File: config.mk
export PLATFORM = sky130hd
export DESIGN_NAME = tag_fifo
export DESIGN_NICKNAME = d
export VERILOG_FILES = /design/src/rtl/cobalt_pkg.sv /design/src/rtl/tag_fifo_mem.sv /design/src/rtl/tag_fifo.sv
export SDC_FILE = /design/constraint.sdc
export NUM_CORES = 1
export LEC_CHECK = 0
export ABC_AREA = 1
export BUFFER_PORTS_ARGS = -buffer_cell sky130_fd_sc_hd__buf_2
export CAP_MARGIN = 10
export CORE_MARGIN = 3
export CORE_UTILIZATION = 45
export DETAILED_ROUTE_END_ITERATION = 16
export PLACE_DENSITY = 0.69
export SYNTH_ARGS = -nofsm -noshare
export SYNTH_HDL_FRONTEND = slang
export SYNTH_HIERARCHICAL = 1
export SYNTH_SLANG_ARGS = --single-unit
File: constraint.sdc
create_clock -name clk -period 3.6 [get_ports clk]
set_input_delay 0 -clock clk [delete_from_list [all_inputs] [get_ports clk]]
set_output_delay 0 -clock clk [all_outputs]
set_load 0.02 [all_outputs]
File: src/rtl/cobalt_pkg.sv
// Shared constants and state encoding for the tag free-list FIFO.
package cobalt_pkg;

  localparam int W_TAG = 6;
  localparam int N_TAG = 2 ** W_TAG;

  typedef enum logic {
    ST_INIT = 1'b0,
    ST_RUN  = 1'b1
  } tag_fifo_state_e;

endpackage

File: src/rtl/tag_fifo_mem.sv
// Tag storage: one synchronous write port, one asynchronous read port, no reset.
module tag_fifo_mem #(
  parameter int W_TAG = 6
) (
  input  logic             clk,
  input  logic             we_i,
  input  logic [W_TAG-1:0] waddr_i,
  input  logic [W_TAG-1:0] wdata_i,
  input  logic [W_TAG-1:0] raddr_i,
  output logic [W_TAG-1:0] rdata_o
);

  localparam int N_TAG = 2 ** W_TAG;

  logic [W_TAG-1:0] mem_q [N_TAG];

  always_ff @(posedge clk) begin
    if (we_i) mem_q[waddr_i] <= wdata_i;
  end

  assign rdata_o = mem_q[raddr_i];

endmodule

File: src/rtl/tag_fifo.sv
// Free-tag FIFO: self-initialises with tags 0..N_TAG-1, hands tags to dispatch,
// and takes freed tags back from the CDB.
//
// state   | meaning
// --------+-------------------------------------------------------------
// ST_INIT | writing mem[k]=k one per cycle; outputs not ready
// ST_RUN  | normal free-list operation (pop to dispatch, push from CDB)
module tag_fifo
  import cobalt_pkg::*;
#(
  parameter int W_TAG = cobalt_pkg::W_TAG
) (
  input  logic             clk,
  input  logic             reset,
  input  logic             flush,
  output logic [W_TAG-1:0] dispatch_tag,
  output logic             dispatch_tag_valid,
  input  logic             dispatch_tag_pop,
  input  logic [W_TAG-1:0] cdb_tag,
  input  logic             cdb_valid,
  output logic [W_TAG:0]   fifo_count,
  output logic             fifo_ready,
  output logic             err_overflow,
  output logic             err_underflow
);

  localparam int N_TAG = 2 ** W_TAG;
  localparam logic [W_TAG:0] FULL_CNT = (W_TAG + 1)'(N_TAG);

  tag_fifo_state_e  state_q, state_d;
  logic [W_TAG:0]   k_q, k_d;
  logic [W_TAG-1:0] head_q, head_d;
  logic [W_TAG-1:0] tail_q, tail_d;
  logic [W_TAG:0]   count_q, count_d;
  logic             ovf_q, ovf_d;
  logic             unf_q, unf_d;

  logic             mem_we;
  logic [W_TAG-1:0] mem_waddr;
  logic [W_TAG-1:0] mem_wdata;
  logic             pop_ok;
  logic             push_ok;

  tag_fifo_mem #(.W_TAG(W_TAG)) u_mem (
    .clk     (clk),
    .we_i    (mem_we),
    .waddr_i (mem_waddr),
    .wdata_i (mem_wdata),
    .raddr_i (head_q),
    .rdata_o (dispatch_tag)
  );

  assign fifo_ready         = (state_q == ST_RUN);
  assign dispatch_tag_valid = fifo_ready && (count_q != '0);
  assign fifo_count         = count_q;
  assign err_overflow       = ovf_q;
  assign err_underflow      = unf_q;

  // A pop frees a slot, so a full FIFO can still accept a push in the same cycle.
  assign pop_ok  = dispatch_tag_pop && dispatch_tag_valid;
  assign push_ok = fifo_ready && cdb_valid && ((count_q != FULL_CNT) || pop_ok);

  always_comb begin
    state_d   = state_q;
    k_d       = k_q;
    head_d    = head_q;
    tail_d    = tail_q;
    count_d   = count_q;
    ovf_d     = ovf_q;
    unf_d     = unf_q;
    mem_we    = 1'b0;
    mem_waddr = tail_q;
    mem_wdata = cdb_tag;

    unique case (state_q)
      ST_INIT: begin
        if (cdb_valid) ovf_d = 1'b1;
        if (k_q == FULL_CNT) begin
          state_d = ST_RUN;
          head_d  = '0;
          tail_d  = '0;
          count_d = FULL_CNT;
        end else begin
          mem_we    = 1'b1;
          mem_waddr = k_q[W_TAG-1:0];
          mem_wdata = k_q[W_TAG-1:0];
          k_d       = k_q + 1'b1;
        end
        if (flush) begin
          state_d = ST_INIT;
          k_d     = '0;
          count_d = '0;
        end
      end

      ST_RUN: begin
        if (flush) begin
          state_d = ST_INIT;
          k_d     = '0;
          head_d  = '0;
          tail_d  = '0;
          count_d = '0;
        end else begin
          if (dispatch_tag_pop && !dispatch_tag_valid) unf_d = 1'b1;
          if (cdb_valid && !push_ok) ovf_d = 1'b1;
          if (push_ok) begin
            mem_we = 1'b1;
            tail_d = tail_q + 1'b1;
          end
          if (pop_ok) head_d = head_q + 1'b1;
          unique case ({push_ok, pop_ok})
            2'b10:   count_d = count_q + 1'b1;
            2'b01:   count_d = count_q - 1'b1;
            default: count_d = count_q;
          endcase
        end
      end

      default: state_d = ST_INIT;
    endcase
  end

  always_ff @(posedge clk or negedge reset) begin
    if (!reset) begin
      state_q <= ST_INIT;
      k_q     <= '0;
      head_q  <= '0;
      tail_q  <= '0;
      count_q <= '0;
      ovf_q   <= 1'b0;
      unf_q   <= 1'b0;
    end else begin
      state_q <= state_d;
      k_q     <= k_d;
      head_q  <= head_d;
      tail_q  <= tail_d;
      count_q <= count_d;
      ovf_q   <= ovf_d;
      unf_q   <= unf_d;
    end
  end

endmodule

# Word level (Yosys, flattened, before mapping)
# Memories as Yosys holds them, arrays and structs flattened.
# Cells that the tools add are included.
# totals
reg_bits	29
latchBits	0
mem_bits_rw	384
romBits	0
in_bits	11
output_inout_bits	17
elab_cells	79
memories	1
# op_classes
add_sub_neg	5
multipliers	0
div	0
magnitude_cmp	0
eq_ne	14
n_shift	0
n_mux	34
n_bitwise	2
reduce_logical	16
# memory_table
memory	words	word_bits	rd	rd_clocked_by_memory_dff	wr	line_no	source
u_mem.mem_q	64	6	1	0	1	tag_fifo_mem.sv:15	logic [W_TAG-1:0] mem_q [N_TAG];
# ops
cell	count
two-way mux 6 bit	9
two-way mux 7 bit	6
case mux 7 bit (2 select lines)	3
case mux 6 bit (2 select lines)	2
adder 7 x 1 -> 7 bit (second input constant)	2
adder 6 x 1 -> 6 bit (second input constant)	2
two-way mux 1 bit	11
!= test 2 bit (second input constant)	4
AND reduction 2 bit	4
== test 7 bit (second input constant)	1
!= test 7 bit (second input constant)	1
nonzero test 7 bit	1
subtractor 7 x 1 -> 7 bit (second input constant)	1
logical AND 1 bit	6
!= test 3 x 2 -> 1 bit (second input constant)	2
!= test 3 bit (second input constant)	2
case mux 1 bit (2 select lines)	3
AND reduction 3 bit	2
!= test 4 x 2 -> 1 bit (second input constant)	1
== test 2 x 1 -> 1 bit (second input constant)	1
== test 2 bit (second input constant)	1
zero test 1 bit	2
!= test 2 x 1 -> 1 bit (second input constant)	1
NOT 1 bit	2
logical OR 1 bit	1

# Longest topological paths before layout
# Gate-level depths: netlist of run 1.
# depth
word_depth	10
ltp_mapped	16
depth_no_buf	16

# Cells and area by module
# Netlist of run 1, hierarchy kept.
# modules_own_cells
mod	instances	cells_per_inst	area_each_um2	seq_area_each_um2
tag_fifo_mem	1	1370	15810.2	11531.1
tag_fifo	1	263	1965.6	725.7

# Least setup slack after synthesis of run 1
# No wires, ideal clock.
# synth_path
path_kind	register -> register
startpoint	reg state_q, in the netlist fifo_ready
endpoint	mem u_mem.mem_q[0][2] (data pin)
setup_time_ns	0.702
t_arrival_ns	3.206
required_time_ns	2.898
path_slack_ns	-0.307
stages_incl_launch_ff	3
path_buffers	1
synth_period_minus_slack_ns	3.907
path_cell_list	dfrtp_1 buf_2 o21ai_0
# synth_between
elab_chain_cells	1
# synth_lines
item	line_no	source
from (decl)	tag_fifo.sv:30	tag_fifo_state_e state_q, state_d;
from (signal assigned)	tag_fifo.sv:133	state_q <= state_d;
two-way mux 6 bit	tag_fifo.sv:75	unique case (state_q)
named net mem_wdata[2]	tag_fifo.sv:40	logic [W_TAG-1:0] mem_wdata;
to (decl)	tag_fifo_mem.sv:15	
# The timed path passes the listed nets, and every way through them passes these cells.

# Final worst setup path of run 1
# layout_path
startpoint	reg head_q[1]
endpoint	out dispatch_tag[2]
# layout_between
elab_chain_cells	1
# layout_lines
item	line_no	source
from (decl)	tag_fifo.sv:32	logic [W_TAG-1:0] head_q, head_d;
from (signal assigned)	tag_fifo.sv:127	head_q <= '0;
from (signal assigned)	tag_fifo.sv:135	head_q <= head_d;
memory read (64 x 6 bit)	--	
to (decl)	tag_fifo.sv:16	output logic [W_TAG-1:0] dispatch_tag,
# Every way passes these cells.

==> results of run 1 <==
report_power, final:
group | switching [uW] | internal, uW | total [uW]
sequential | 37.7 | 5290 | 5330
combinational | 878 | 329 | 1210
clock | 1730 | 2390 | 4130
cell usage after synthesis, drive strengths merged:
| library cell | n |
|---|---|
| o22ai | 5 |
| fa | 1 |
| dfrtp | 29 |
| a31oi | 2 |
| nor4 | 9 |
| inv | 50 |
| ha | 9 |
| a31o | 2 |
| a21oi | 10 |
| nor3b | 3 |
| nand4 | 14 |
| o21ai | 24 |
| o21bai | 1 |
| edfxtp | 384 |
| xor2 | 2 |
| nand2 | 555 |
| nand3 | 352 |
| a21o | 1 |
| and2 | 1 |
| clkbuf | 15 |
| xnor2 | 2 |
| nand3b | 1 |
| and3 | 2 |
| nor3 | 10 |
| buf | 74 |
| nor2 | 75 |
worst reg2reg max path, stage by stage (launching register included):
cell and delay [ps]:
dfrtp_1 410, inv_1 90, ha_1 210, nand3_1 90, nand2_2 160, inv_2 200, o22ai_1 190, inv_1 210
nand3_1 420, nor2_1 620
layout make-up:
class | instances | area, um2
Inverter | 50 | 190
Sequential cell | 413 | 12300
Clock buffer | 49 | 1100
Fill cell | 3326 | 19000
Timing Repair Buffer | 78 | 568
Multi-Input combinational cell | 1081 | 4900
Tap cell | 518 | 648
Clock inverter | 21 | 191
routing by layer:
layer / track usage [%] / vias to the layer above
met3: 3.16 / 102
met5: 0 / -
met2: 32.1 / 573
met1: 28.7 / 5960
met4: 7.79 / 0
li1: - / 5748
sequential cells by signal (all words and copies together), names as in the netlist:
register / cells
err_overflow: 1
tail_q: 6
fifo_count: 7
u_mem/mem_q: 384
fifo_ready: 1
err_underflow: 1
head_q: 6
k_q: 7
final timing paths:
path                                           start                      endpoint  depth (start not counted)
hold reg to reg            err_underflow$_DFFE_PN0P_     err_underflow$_DFFE_PN0P_                          1
max in group asynchronous                      reset         head_q[1]$_DFFE_PN0P_                          2
hold / removal                                 reset     err_underflow$_DFFE_PN0P_                          2
setup / recovery               head_q[1]$_DFFE_PN0P_               dispatch_tag[2]                         10
min in group clk                          cdb_tag[3]  u_mem/mem_q[59][3]$_DFFE_PP_                          3
setup reg to reg                  k_q[0]$_DFFE_PN0N_   u_mem/mem_q[4][3]$_DFFE_PP_                          9
logic make-up (layout without fill, tap and decap cells):
logic type | after synthesis | count (layout)
and+or+nand+nor | 1022 | 1022
DFF | 413 | 413
buffers and inverters | 139 | 198
AOI/OAI and AO/OA | 45 | 45
adders and majority gates | 10 | 10
xor gates and xnor gates | 4 | 4
repair_timing:
| item | CTS | global route |
|---|---|---|
| hold buffers | 5 | 0 |
| endpoints found under the hold margin | 45 | 0 |
| buffers inserted | 0 | 0 |
| endpoints found under the setup margin | 0 | 0 |
stage by stage:
step / cells / power, uW / setup TNS (ps) / utilization [%] / cell area, um2
5_1_grt: 2210 / 11100 / 0 / 51.2 / 19900
3_3_place_gp: 2135 / 6600 / 0 / 47.7 / 18500
6_report: 2210 / 10700 / 0 / 51.2 / 19900
3_5_place_dp: 2135 / 6610 / 0 / 47.7 / 18500
2_1_floorplan: 1633 / 6280 / -39330 / - / 17800
4_1_cts: 2210 / 10700 / 0 / 51.2 / 19900
==> flow_summary_export.csv, run 1 <==
group,metric,value,unit
status,status,"finished clean",
drt,drc,0,
power_and_ir_drop,leakagePower,0.00745,uW
clock_tree,clk_latency,540,ps
critical_path,r2r_slack,670,ps
yosys,synth_xor_area_share,0.197,%
critical_path,cp_cell_sequence,"inv_2 > buf_4 > nand3_1 > nand3_1 > nand2_1 > nand2_1 > nand3_1 > nand3_1 > nand2_1 > buf_2",
finish,insertedDiodeCount,0,
critical_path,critPathMaxStageDelay,610,ps
finish,drive_above_1_share,9.81,%
grt,overflow,0,
timing,fin_ws,580,ps
timing,holdWs,43.1,ps
run,cap_viol_max_count,0,
critical_path,cp-start-kind,"register",
critical_path,crit_path_top_delay_cell,"inv_2",
timing,hold_violations,0,
floorplanning,initial_core_util,45.8,%
yosys,ys_seq_area_share,69.0,%
timing,min_period,3020,ps
yosys,post-synth-top-area-fraction,64.9,%
timing,tightest_slew,914,ps
grt,grtUsageTotal,20.4,%
timing,finClkSkew,18.3,ps
floorplanning,std_cell_rows,72,
placement,routabilityCongestion,0.912,
yosys,synth_cell_type_count,36,
placement,dp_slack,725,ps
clock_tree,cts_tree,"done",
critical_path,cp.buffers_inverters,3,
drt,dr_wl_met2,19700,um
grt,grt_pass1_vias,11800,
yosys,synth_fa_ha_area_share,0.746,%
drt,vias,12400,
drt,topRoutingLayerUsed,"met4",
grt,antenna_found_initial,0,
finish,fin_nets,1687,
clock_tree,clockBufferDepth,3,
drt,m1WireLength,18200,um
timing,slew_headroom,38.9,%
yosys,synthMuxAreaShare,0,%
timing,report.final.setup_viol,0,
drt,dr.pass1.iters,6,
yosys,synth_simple_gate_area_share,24.9,%
critical_path,arrival,3020,ps
finish,area_delta_synth_final,11.7,%
clock_tree,cts_resized,0,
drt,route.met3.wl,3540,um
timing,fin_crit_sh,83.9,%
floorplanning,die-height,205,um
floorplanning,core,38800,um2
floorplanning,fp.dieW,205,um
critical_path,cp_max_fo,44,
placement,port_buffers,27,
floorplanning,die_area,41900,um2
drt,drt-vias-per-instance,5.60,
yosys,synth_seq_cells,413,
placement,dp_hpwl,26400,um
power_and_ir_drop,power.density,537,nW/um2
critical_path,critical_path.top_delay_family,"buffers and inverters",
timing,drv_slew,0,
critical_path,path_class,"reg2out",
critical_path,crit_top_cell,"nand3_1",
clock_tree,cts_root_buf,"clkbuf_16",
yosys,synth-compound-area-share,1.49,%
finish,layout_common_cells,"nand2_1, edfxtp_1, nand3_1, nor2_1, inv_1",
yosys,synth_top_family_by_area,"simple AND/OR/NAND/NOR gates",
yosys,yosysTopAreaCell,"edfxtp_1",
drt,wl_per_cell,19.4,um
yosys,yosys-top-cells-area,"edfxtp_1, nand2_1, nand3_1",
yosys,syn_area,17800,um2
drt,postRouteAntennaNets,0,
clock_tree,h-tree-depth,2,
yosys,syn_avg_cell_area,10.9,um2
drt,drtIter0Drc,1251,
timing,rsz0062_at_grt,"no",
floorplanning,num_io_pins,28,
clock_tree,clkTransAtPathRegs,60,ps
drt,routed_wl,42900,um
grt,grt_max_degree,195,
finish,final_common_cell,"nand2_1",
worst_hold_path,min_path_type,"in2async",
timing,maxClockFrequency,331,MHz
grt,grt_pass1_wl,65900,um
clock_tree,cts_sinks,413,
critical_path,worstPathRequired,3600,ps
critical_path,cp-end-kind,"output port",
clock_tree,cts_buffers,42,
power_and_ir_drop,ir_worst_vdd,0.000320,V
yosys,synth_cells,1633,
yosys,ys_warn_count,6,
yosys,syn_nets,1654,
No activity file was read; power rests on OpenSTA's default activity.
==> run 2: changes to the inputs <==
--- a/config.mk
+++ b/config.mk
@@ -11,7 +11,7 @@
 export CORE_MARGIN = 3
 export CORE_UTILIZATION = 45
 export DETAILED_ROUTE_END_ITERATION = 16
-export PLACE_DENSITY = 0.69
+export PLACE_DENSITY = 0.66
 export SYNTH_ARGS = -nofsm -noshare
 export SYNTH_HDL_FRONTEND = slang
 export SYNTH_HIERARCHICAL = 1
==> constraint.sdc (replaced) <==
create_clock -name clk -period 3.1 [get_ports clk]
set_input_delay 0 -clock clk [delete_from_list [all_inputs] [get_ports clk]]
set_output_delay 0 -clock clk [all_outputs]
set_load 0.02 [all_outputs]
==> flow_summary_export.csv, run 2 (same netlist as run 1, synthesis figures left out) <==
group,metric,value,unit
finish,finalInstanceArea,20000,um2
critical_path,cp_cell_sequence,"inv_4 > buf_4 > nand2_1 > nand3_1 > nand3_1 > nand2_1 > nand2_1 > nand3_1 > nand3_1 > nand2_1 > buf_2",
finish,fill_cells,3346,
floorplanning,initial_core_util,45.8,%
placement,placed_cell_area,18700,um2
clock_tree,post_cts_buffers,0,
power_and_ir_drop,power.density,613,nW/um2
clock_tree,h-tree-depth,2,
finish,insertedDiodeCount,0,
placement,dp_hpwl,26200,um
status,status,"finished clean",
critical_path,arrival,2880,ps
floorplanning,num_io_pins,28,
clock_tree,cts_sinks,413,
timing,hold_violations,0,
drt,wl_per_cell,19.2,um
worst_hold_path,min_path_type,"in2async",
critical_path,crit_path_top_delay_cell,"dfrtp_4",
critical_path,path_class,"reg2out",
clock_tree,clk_latency,540,ps
critical_path,cp-end-kind,"output port",
timing,holdWs,53.3,ps
grt,grt_max_degree,129,
floorplanning,core,38800,um2
timing,drv_slew,0,
clock_tree,cts_root_buf,"clkbuf_16",
drt,routed_wl,42900,um
finish,largest_register_ffs,384,
finish,fin_nets,1698,
drt,postRouteAntennaNets,0,
critical_path,r2r-start,"k_q[0]$_DFFE_PN0N_",
clock_tree,cts_buffers,43,
timing,report.final.setup_viol,0,
drt,drtIter0Drc,1081,
finish,top_register,"u_mem/mem_q",
timing,min_period,2880,ps
placement,dp_slack,310,ps
power_and_ir_drop,leakagePower,0.00752,uW
grt,grtUsageTotal,20.3,%
power_and_ir_drop,ir_worst_vdd,0.000425,V
critical_path,cp_max_fo,35,
drt,vias,12300,
clock_tree,clockBufferDepth,3,
timing,fin_crit_sh,92.9,%
timing,maxClockFrequency,347,MHz
timing,fin_ws,221,ps
grt,grt_pass1_wl,65900,um
clock_tree,clkTransAtPathRegs,50,ps
grt,antenna_found_initial,0,
finish,layout_common_cells,"nand2_1, edfxtp_1, nand3_1, nor2_1, inv_1",
timing,slew_headroom,34.7,%
drt,drt-vias-per-instance,5.52,
floorplanning,die-height,205,um
critical_path,worstPathRequired,3100,ps
timing,rsz0062_at_grt,"no",
finish,drive_above_1_share,10.2,%
floorplanning,std_cell_rows,72,
placement,port_buffers,27,
floorplanning,die_area,41900,um2
critical_path,cp-start-kind,"register",
placement,routabilityCongestion,0.879,
clock_tree,cts_tree,"done",
grt,grt_pass1_vias,11900,
drt,drc,0,
timing,tightest_slew,976,ps
finish,area_delta_synth_final,12.6,%
timing,finClkSkew,13.9,ps
critical_path,startpoint,"head_q[0]$_DFFE_PN0P_",
grt,overflow,0,
floorplanning,fp.dieW,205,um
run,cap_viol_max_count,0,
critical_path,critPathMaxStageDelay,540,ps
drt,dr.pass1.iters,5,
finish,final_common_cell,"nand2_1",
-- run 2: changes by cell type in the layout (fill, tap and decap cells not counted), sizes merged --
cell	delta
clkbuf	+2
bufinv	-3
inv	-1
clkinv	+8
buf	+10
clkinvlp	+1
-- run 2: final timing paths --
kind / endpoint / cells after the start / slack, ps
hold reg to reg: err_underflow$_DFFE_PN0P_ / 1 / 480
min in group clk: u_mem/mem_q[9][4]$_DFFE_PP_ / 4 / 120
max in group asynchronous: head_q[1]$_DFFE_PN0P_ / 2 / 2530
setup reg to reg: u_mem/mem_q[33][2]$_DFFE_PP_ / 10 / 240
hold / removal: fifo_count[6]$_DFFE_PN0P_ / 2 / 50
setup / recovery: dispatch_tag[2] / 11 / 220
-- run 2: worst max-delay path: cells and delay by family (launching register included) --
family	cells	cell delay, ps
buffers and inverters	3	900
and+or+nand+nor	8	900
DFF	1	540
-- run 2: timing repair --
action | 4_1_cts | 5_1_grt
setup endpoints to repair | 0 | 1
hold buffers | 5 | 0
gates resized for setup | 0 | 1
hold endpoints to repair | 46 | 0
-- run 2: routing by layer --
metal / GRT usage, % / part of all wire [%]
met5: 0 / 0
met4: 7.54 / 3.5
met3: 3.21 / 7.7
met2: 32.3 / 46
met1: 28.4 / 42
-- run 2: layout make-up --
type                            count  area (um2)  share of cell area (%)
Clock buffer                       51        1130                    5.63
Clock inverter                     26         135                   0.675
Inverter                           50         190                   0.951
Multi-Input combinational cell   1081        4890                    24.5
Sequential cell                   413       12300                    61.3
Tap cell                          518         648                    3.24
Timing Repair Buffer               88         747                    3.73
-- run 2: through the flow --
stage / instances / total power, uW / setup TNS, ps / utilization (%)
after global placement: 2145 / 7720 / 0 / 48.1
after global routing: 2227 / 12700 / 0 / 51.5
after CTS: 2227 / 12300 / 0 / 51.5
after detailed placement: 2145 / 7740 / 0 / 48.1
after floorplan: 1633 / 7290 / -103330 / -
final: 2227 / 12300 / 0 / 51.5
-- run 2: power breakdown --
part           switching (uW)  internal (uW)  total (uW)
combinational            1060            419        1480
sequential               35.7           6140        6180
clock                    2010           2590        4600
